**config.mk**
```make
export PLATFORM = sky130hd
export DESIGN_NAME = dmem_arbiter
export DESIGN_NICKNAME = d
export VERILOG_FILES = /design/src/rtl/lsu_pkg.sv /design/src/rtl/dmem_arbiter_starve_counter.sv /design/src/rtl/dmem_arbiter.sv
export SDC_FILE = /design/constraint.sdc
export NUM_CORES = 1
export LEC_CHECK = 0
export BUFFER_PORTS_ARGS = -buffer_cell sky130_fd_sc_hd__buf_2
export CORE_AREA = 2 2 118 120
export DETAILED_ROUTE_END_ITERATION = 8
export DIE_AREA = 0 0 120 122
export SLEW_MARGIN = 10
export SYNTH_ARGS = -nofsm -noshare
export SYNTH_HDL_FRONTEND = slang
export SYNTH_SLANG_ARGS = --single-unit
```
**constraint.sdc**
```tcl
create_clock -name i_clk -period 2.87 [get_ports i_clk]
set_input_delay 0.287 -clock i_clk [delete_from_list [all_inputs] [get_ports i_clk]]
set_output_delay 0.287 -clock i_clk [all_outputs]
set_load 0.01 [all_outputs]
```
**src/rtl/lsu_pkg.sv**
```systemverilog
`default_nettype none
// ============================================================================
// Module   : lsu_pkg
// Brief    : Shared types for the data-memory port arbiter: store widths,
//            arbiter FSM states and read-data ownership tags.
// Revision : 1.0 - initial release
// ============================================================================
package lsu_pkg;

  // Store width encoding understood by mem_stage
  typedef enum logic [1:0] {
    ST_BYTE = 2'b00,
    ST_HALF = 2'b01,
    ST_WORD = 2'b10
  } st_type_e;

  // Arbiter states: normal core priority, or one forced loader slot
  typedef enum logic [0:0] {
    S_CORE_PRI  = 1'b0,
    S_LDR_FORCE = 1'b1
  } arb_state_e;

  // Who owns the read data returning next cycle
  typedef enum logic [1:0] {
    NONE = 2'd0,
    CORE = 2'd1,
    LDR  = 2'd2
  } rd_owner_e;

  // Starvation counter width; covers STARVE_MAX up to 15
  localparam int CNT_W = 4;

endpackage : lsu_pkg
`default_nettype wire

```
**src/rtl/dmem_arbiter_starve_counter.sv**
```systemverilog
`default_nettype none
// ============================================================================
// Module   : starve_counter
// Brief    : Saturating wait counter for the loader. 'hit' is asserted in the
//            cycle the count is about to reach (or sits at) STARVE_MAX while
//            the loader is still waiting.
// Revision : 1.0 - initial release
// ============================================================================
module starve_counter
  import lsu_pkg::*;
#(
  parameter int STARVE_MAX = 4
) (
  input  logic             clk,
  input  logic             rst,
  input  logic             inc,
  input  logic             clr,
  output logic             hit,
  output logic [CNT_W-1:0] cnt
);

  localparam logic [CNT_W-1:0] MAX_C    = CNT_W'(STARVE_MAX);
  localparam logic [CNT_W-1:0] MAX_M1_C = CNT_W'(STARVE_MAX - 1);

  // A waiting cycle that lands on the limit triggers the forced slot
  assign hit = inc && !clr && (cnt >= MAX_M1_C);

  // Count waiting cycles; clear wins, saturate at the limit
  always_ff @(posedge clk) begin
    if (rst) begin
      cnt <= '0;
    end else if (clr) begin
      cnt <= '0;
    end else if (inc && (cnt != MAX_C)) begin
      cnt <= cnt + 1'b1;
    end
  end

endmodule : starve_counter
`default_nettype wire

```
**src/rtl/dmem_arbiter.sv**
```systemverilog
`default_nettype none
// ============================================================================
// Module   : dmem_arbiter
// Brief    : Shares the mem_stage data port between the MEM-stage access and
//            an external loader/debug port. Core has priority; a starvation
//            counter forces a loader slot after STARVE_MAX waiting cycles.
//            Read data returns one cycle after the grant, tagged by owner.
// Revision : 1.0 - initial release
// ============================================================================
module dmem_arbiter
  import lsu_pkg::*;
#(
  parameter int STARVE_MAX = 4
) (
  input  logic        i_clk,
  input  logic        i_rst,
  input  logic        i_core_req,
  input  logic        i_core_wren,
  input  logic [1:0]  i_core_st_type,
  input  logic [31:0] i_core_addr,
  input  logic [31:0] i_core_wdata,
  output logic        o_core_stall,
  output logic        o_core_rvalid,
  output logic [31:0] o_core_rdata,
  input  logic        i_ldr_req,
  input  logic        i_ldr_wren,
  input  logic [31:0] i_ldr_addr,
  input  logic [31:0] i_ldr_wdata,
  output logic        o_ldr_gnt,
  output logic        o_ldr_rvalid,
  output logic [31:0] o_ldr_rdata,
  output logic        o_mem_wren,
  output logic [1:0]  o_mem_st_type,
  output logic [31:0] o_mem_addr,
  output logic [31:0] o_mem_wdata,
  input  logic [31:0] i_mem_rdata
);

  arb_state_e       state;
  arb_state_e       next_state;
  rd_owner_e        rd_owner;
  rd_owner_e        rd_owner_next;
  logic             core_grant;
  logic             ldr_grant;
  logic             starve_inc;
  logic             starve_clr;
  logic             starve_hit;
  logic [CNT_W-1:0] starve_cnt;

  // Loader waits whenever it asks and is not served; any idle or grant clears
  assign starve_inc = i_ldr_req && !ldr_grant;
  assign starve_clr = ldr_grant || !i_ldr_req;

  starve_counter #(
    .STARVE_MAX (STARVE_MAX)
  ) u_starve_counter (
    .clk (i_clk),
    .rst (i_rst),
    .inc (starve_inc),
    .clr (starve_clr),
    .hit (starve_hit),
    .cnt (starve_cnt)
  );

  // State register
  always_ff @(posedge i_clk) begin
    if (i_rst) begin
      state <= S_CORE_PRI;
    end else begin
      state <= next_state;
    end
  end

  // Grant decision and next state; forced slot lasts exactly one cycle
  always_comb begin
    core_grant = 1'b0;
    ldr_grant  = 1'b0;
    next_state = state;
    case (state)
      S_CORE_PRI: begin
        if (i_core_req) begin
          core_grant = 1'b1;
        end else if (i_ldr_req) begin
          ldr_grant = 1'b1;
        end
        next_state = starve_hit ? S_LDR_FORCE : S_CORE_PRI;
      end
      S_LDR_FORCE: begin
        // A loader that dropped its request gives the slot back to the core
        if (i_ldr_req) begin
          ldr_grant = 1'b1;
        end else if (i_core_req) begin
          core_grant = 1'b1;
        end
        next_state = S_CORE_PRI;
      end
      default: begin
        next_state = S_CORE_PRI;
      end
    endcase
  end

  // Memory-side mux; idle cycles present an all-zero, non-writing access
  always_comb begin
    o_mem_wren    = 1'b0;
    o_mem_st_type = ST_BYTE;
    o_mem_addr    = '0;
    o_mem_wdata   = '0;
    rd_owner_next = NONE;
    if (core_grant) begin
      o_mem_wren    = i_core_wren;
      o_mem_st_type = i_core_st_type;
      o_mem_addr    = i_core_addr;
      o_mem_wdata   = i_core_wdata;
      rd_owner_next = i_core_wren ? NONE : CORE;
    end else if (ldr_grant) begin
      o_mem_wren    = i_ldr_wren;
      o_mem_st_type = ST_WORD;
      o_mem_addr    = i_ldr_addr;
      o_mem_wdata   = i_ldr_wdata;
      rd_owner_next = i_ldr_wren ? NONE : LDR;
    end
  end

  // Read ownership tag for data returning next cycle; reset drops it
  always_ff @(posedge i_clk) begin
    if (i_rst) begin
      rd_owner <= NONE;
    end else begin
      rd_owner <= rd_owner_next;
    end
  end

  assign o_core_stall  = i_core_req && !core_grant;
  assign o_ldr_gnt     = ldr_grant;
  assign o_core_rvalid = (rd_owner == CORE);
  assign o_ldr_rvalid  = (rd_owner == LDR);
  assign o_core_rdata  = o_core_rvalid ? i_mem_rdata : 32'h0;
  assign o_ldr_rdata   = o_ldr_rvalid  ? i_mem_rdata : 32'h0;

endmodule : dmem_arbiter
`default_nettype wire
```
==> run metrics <==
status=completed; vias in the first global route=2,293; clk buf depth=2; First-pass DRT Iterations=4; CP top delay family=buffers and inverters; CTS Hold Bufs=0; row count=43; CTS tree=done; CP max FO=37; # DRC=0; via-per-instance ratio=~4; detailed placer's ending HPWL=around 8100 µm; vias=between 2,000 and 3,000; Synth cell types=22; core area=around 0.014 mm²; Final min period=1.92 ns; Final GP Congestion=roughly 0.8; Synth Register Bits=7; Initial DRC Count=~100; share of flip-flops with an asynchronous set or reset=0%; clock root buffer=clkbuf_16; sum of buffers and inverters on the critical path=3; initial antenna violation count=0; maximum clock frequency=521 MHz; EDFF count, synth=0; P_leak=2.02 nW; Skew-Pair Late Insertion Delay=between 0.2 and 0.25 ns; setup violators final=0; max incr delay on CP=approximately 0.42 ns; Routed WL per cell=between 10 and 15 µm; IO buf count=between 300 and 400; Pins Over Slew Limit=0; worst slew pin tran=0.373 ns; slew margin rel.=75.1%; Net Switching=~250 µW; Num Clock Sinks=7; IO Pins=303; post-CTS sizing=0; worst path required time=~2.6 ns; H-tree depth=1; slowest stage cell, crit path=dfxtp_1; HP Class=in -> reg; Post-synth top flop=dfxtp_1; Worst setup EP type=output pin; Syn-to-layout area delta=126%; combinational power share=54.0%; crit path DAT=between 1.5 and 2 ns; CTS Buf Count=3; filler instances=approximately 1,500; largest net degree at the start of global routing=38; crit path cell chain=inv_2 -> a21boi_4 -> buf_4 -> a22o_1 -> buf_2; period utilization=between 60% and 70%; Worst Skew=0.00587 ns; Startpoint Class=flop; RSZ-0062 raised after global routing=false; wire length of the first global-routing pass=between 10,000 and 15,000 µm; Mapped Area=between 0.001 and 0.0015 mm²; top-area cell type share of the netlist area=40.4%; proportion of layout cells with a drive suffix above 1=approximately two thirds; ant diodes=0; Final Hold Vio Count=0; clock power share=around 33%; final wirelength=roughly 9000 µm; reg-to-reg slack, setup=approximately 1.6 ns; Synth area leaders=a22o_1, and2_1, dfxtp_1; cell taking the most area after synthesis=a22o_1; Syn. warnings=0; Die H=122 µm; max capacitance violation total=0; Setup CP Type=reg -> out; Syn Area/Cell=~7.5 µm²; Reg clk slew, reported paths=roughly 0.04 ns; internal power=492 µW; Inst Count DP=roughly 660; Final nets=650; final core utilization=23.6%; maximum VDD drop=roughly 170 µV; Initial Util=between 10% and 20%; Syn Inst Count=roughly 190; power density cells=233 mW/mm²; Total GRT Usage=about a tenth; sequential share of power=13.6%; die area=between 0.01 and 0.015 mm²; fin cells=roughly 660; antenna viol nets, final=0; Setup Buffers After CTS=0; Sw Ratio=33.7%; Syn Nets=~360; remaining global-route overflow=0; Final TNS setup=0 ns; sequential area share after synthesis=9.94%; Die X=around 120 µm; top post-synthesis cells by count=a22o_1, and2_1, buf_2
==> power by group through the flow <==
stage,clock network [mW],registers [mW],logic (mW)
floorplan,0,0.102,0.173
global placement,0,0.102,0.401
detailed placement,0,0.102,0.401
CTS,0.247,0.101,0.402
global route,0.253,0.101,0.433
finish,0.241,0.101,0.400
==> stage by stage <==
step	instance area, µm²	hold slack (ns)	total power [mW]	worst slack (ns)
floorplan	1410	0.362	0.275	1.50
global route	3180	0.249	0.787	0.888
global placement	3100	0.470	0.503	1.23
detailed placement	3100	0.471	0.503	1.24
CTS	3180	0.231	0.750	0.973
finish	3180	0.237	0.741	0.950
==> sequential cells by signal, indices dropped and copies added (netlist names) <==
signal,cells
state,1
u_starve_counter.cnt,4
rd_owner,2
==> path summary, 6_finish.rpt <==
path / to / start / depth (start not counted)
setup reg to reg: rd_owner[1] / state / 4
hold reg to reg: state / u_starve_counter.cnt[3] / 2
hold / removal: rd_owner[1] / i_ldr_wren / 2
setup / recovery: o_mem_wren / state / 5
==> layout make-up <==
type,instances,area [µm²],area share [%]
clock buffers,3,75.1,2.36
flip-flops and latches,7,140,4.40
repair buffers,308,1560,48.9
inverters,4,15.0,0.472
multi-input cells,156,1170,36.7
clock inverters,1,5.00,0.157
well taps,180,225,7.07
==> kinds of logic after synthesis <==
logic type | Yosys count | synth area share (%)
XOR/XNOR | 1 | 0.621
adder cells (fa/ha/maj) | 2 | 1.77
flip-flops | 7 | 9.94
AO/OA/AOI/OAI | 70 | 43.2
AND/OR/NAND/NOR | 81 | 34.7
multiplexers | 2 | 1.42
buffers and inverters | 24 | 8.34
==> cell usage in the layout, fill, tap and decap left out <==
| cell type | netlist | routed |
|---|---|---|
| a21boi_4 | 0 | 2 |
| nor2b_1 | 2 | 2 |
| nor3_1 | 1 | 1 |
| nand3b_1 | 1 | 1 |
| and2_1 | 65 | 65 |
| nand2_1 | 1 | 1 |
| inv_1 | 3 | 3 |
| ha_1 | 2 | 2 |
| a21o_1 | 1 | 1 |
| clkbuf_16 | 0 | 3 |
| nor3b_1 | 2 | 2 |
| buf_4 | 4 | 6 |
| buf_2 | 10 | 302 |
| a22o_1 | 65 | 65 |
| and3_1 | 1 | 1 |
| inv_2 | 1 | 1 |
| a21oi_1 | 2 | 2 |
| xnor2_1 | 1 | 1 |
| nand3_1 | 2 | 2 |
| mux2i_1 | 2 | 2 |
| clkinv_2 | 0 | 1 |
| dfxtp_1 | 7 | 7 |
| nor2_1 | 6 | 6 |
==> worst register-to-register path: stages, from the launching register on <==
cell and delay [ns]:
dfxtp_1 0.42, inv_2 0.07, a21boi_4 0.15, buf_4 0.36, nor3b_1 0.23
==> per-layer routing <==
layer	vias up	global-route usage, %	wire length [µm]
li1	1266	-	-
met1	1172	12.5	3510
met2	194	18.9	4430
met3	8	1.83	858
met4	0	4.41	209
met5	-	0	0
Power figures use the tool's default switching activity.
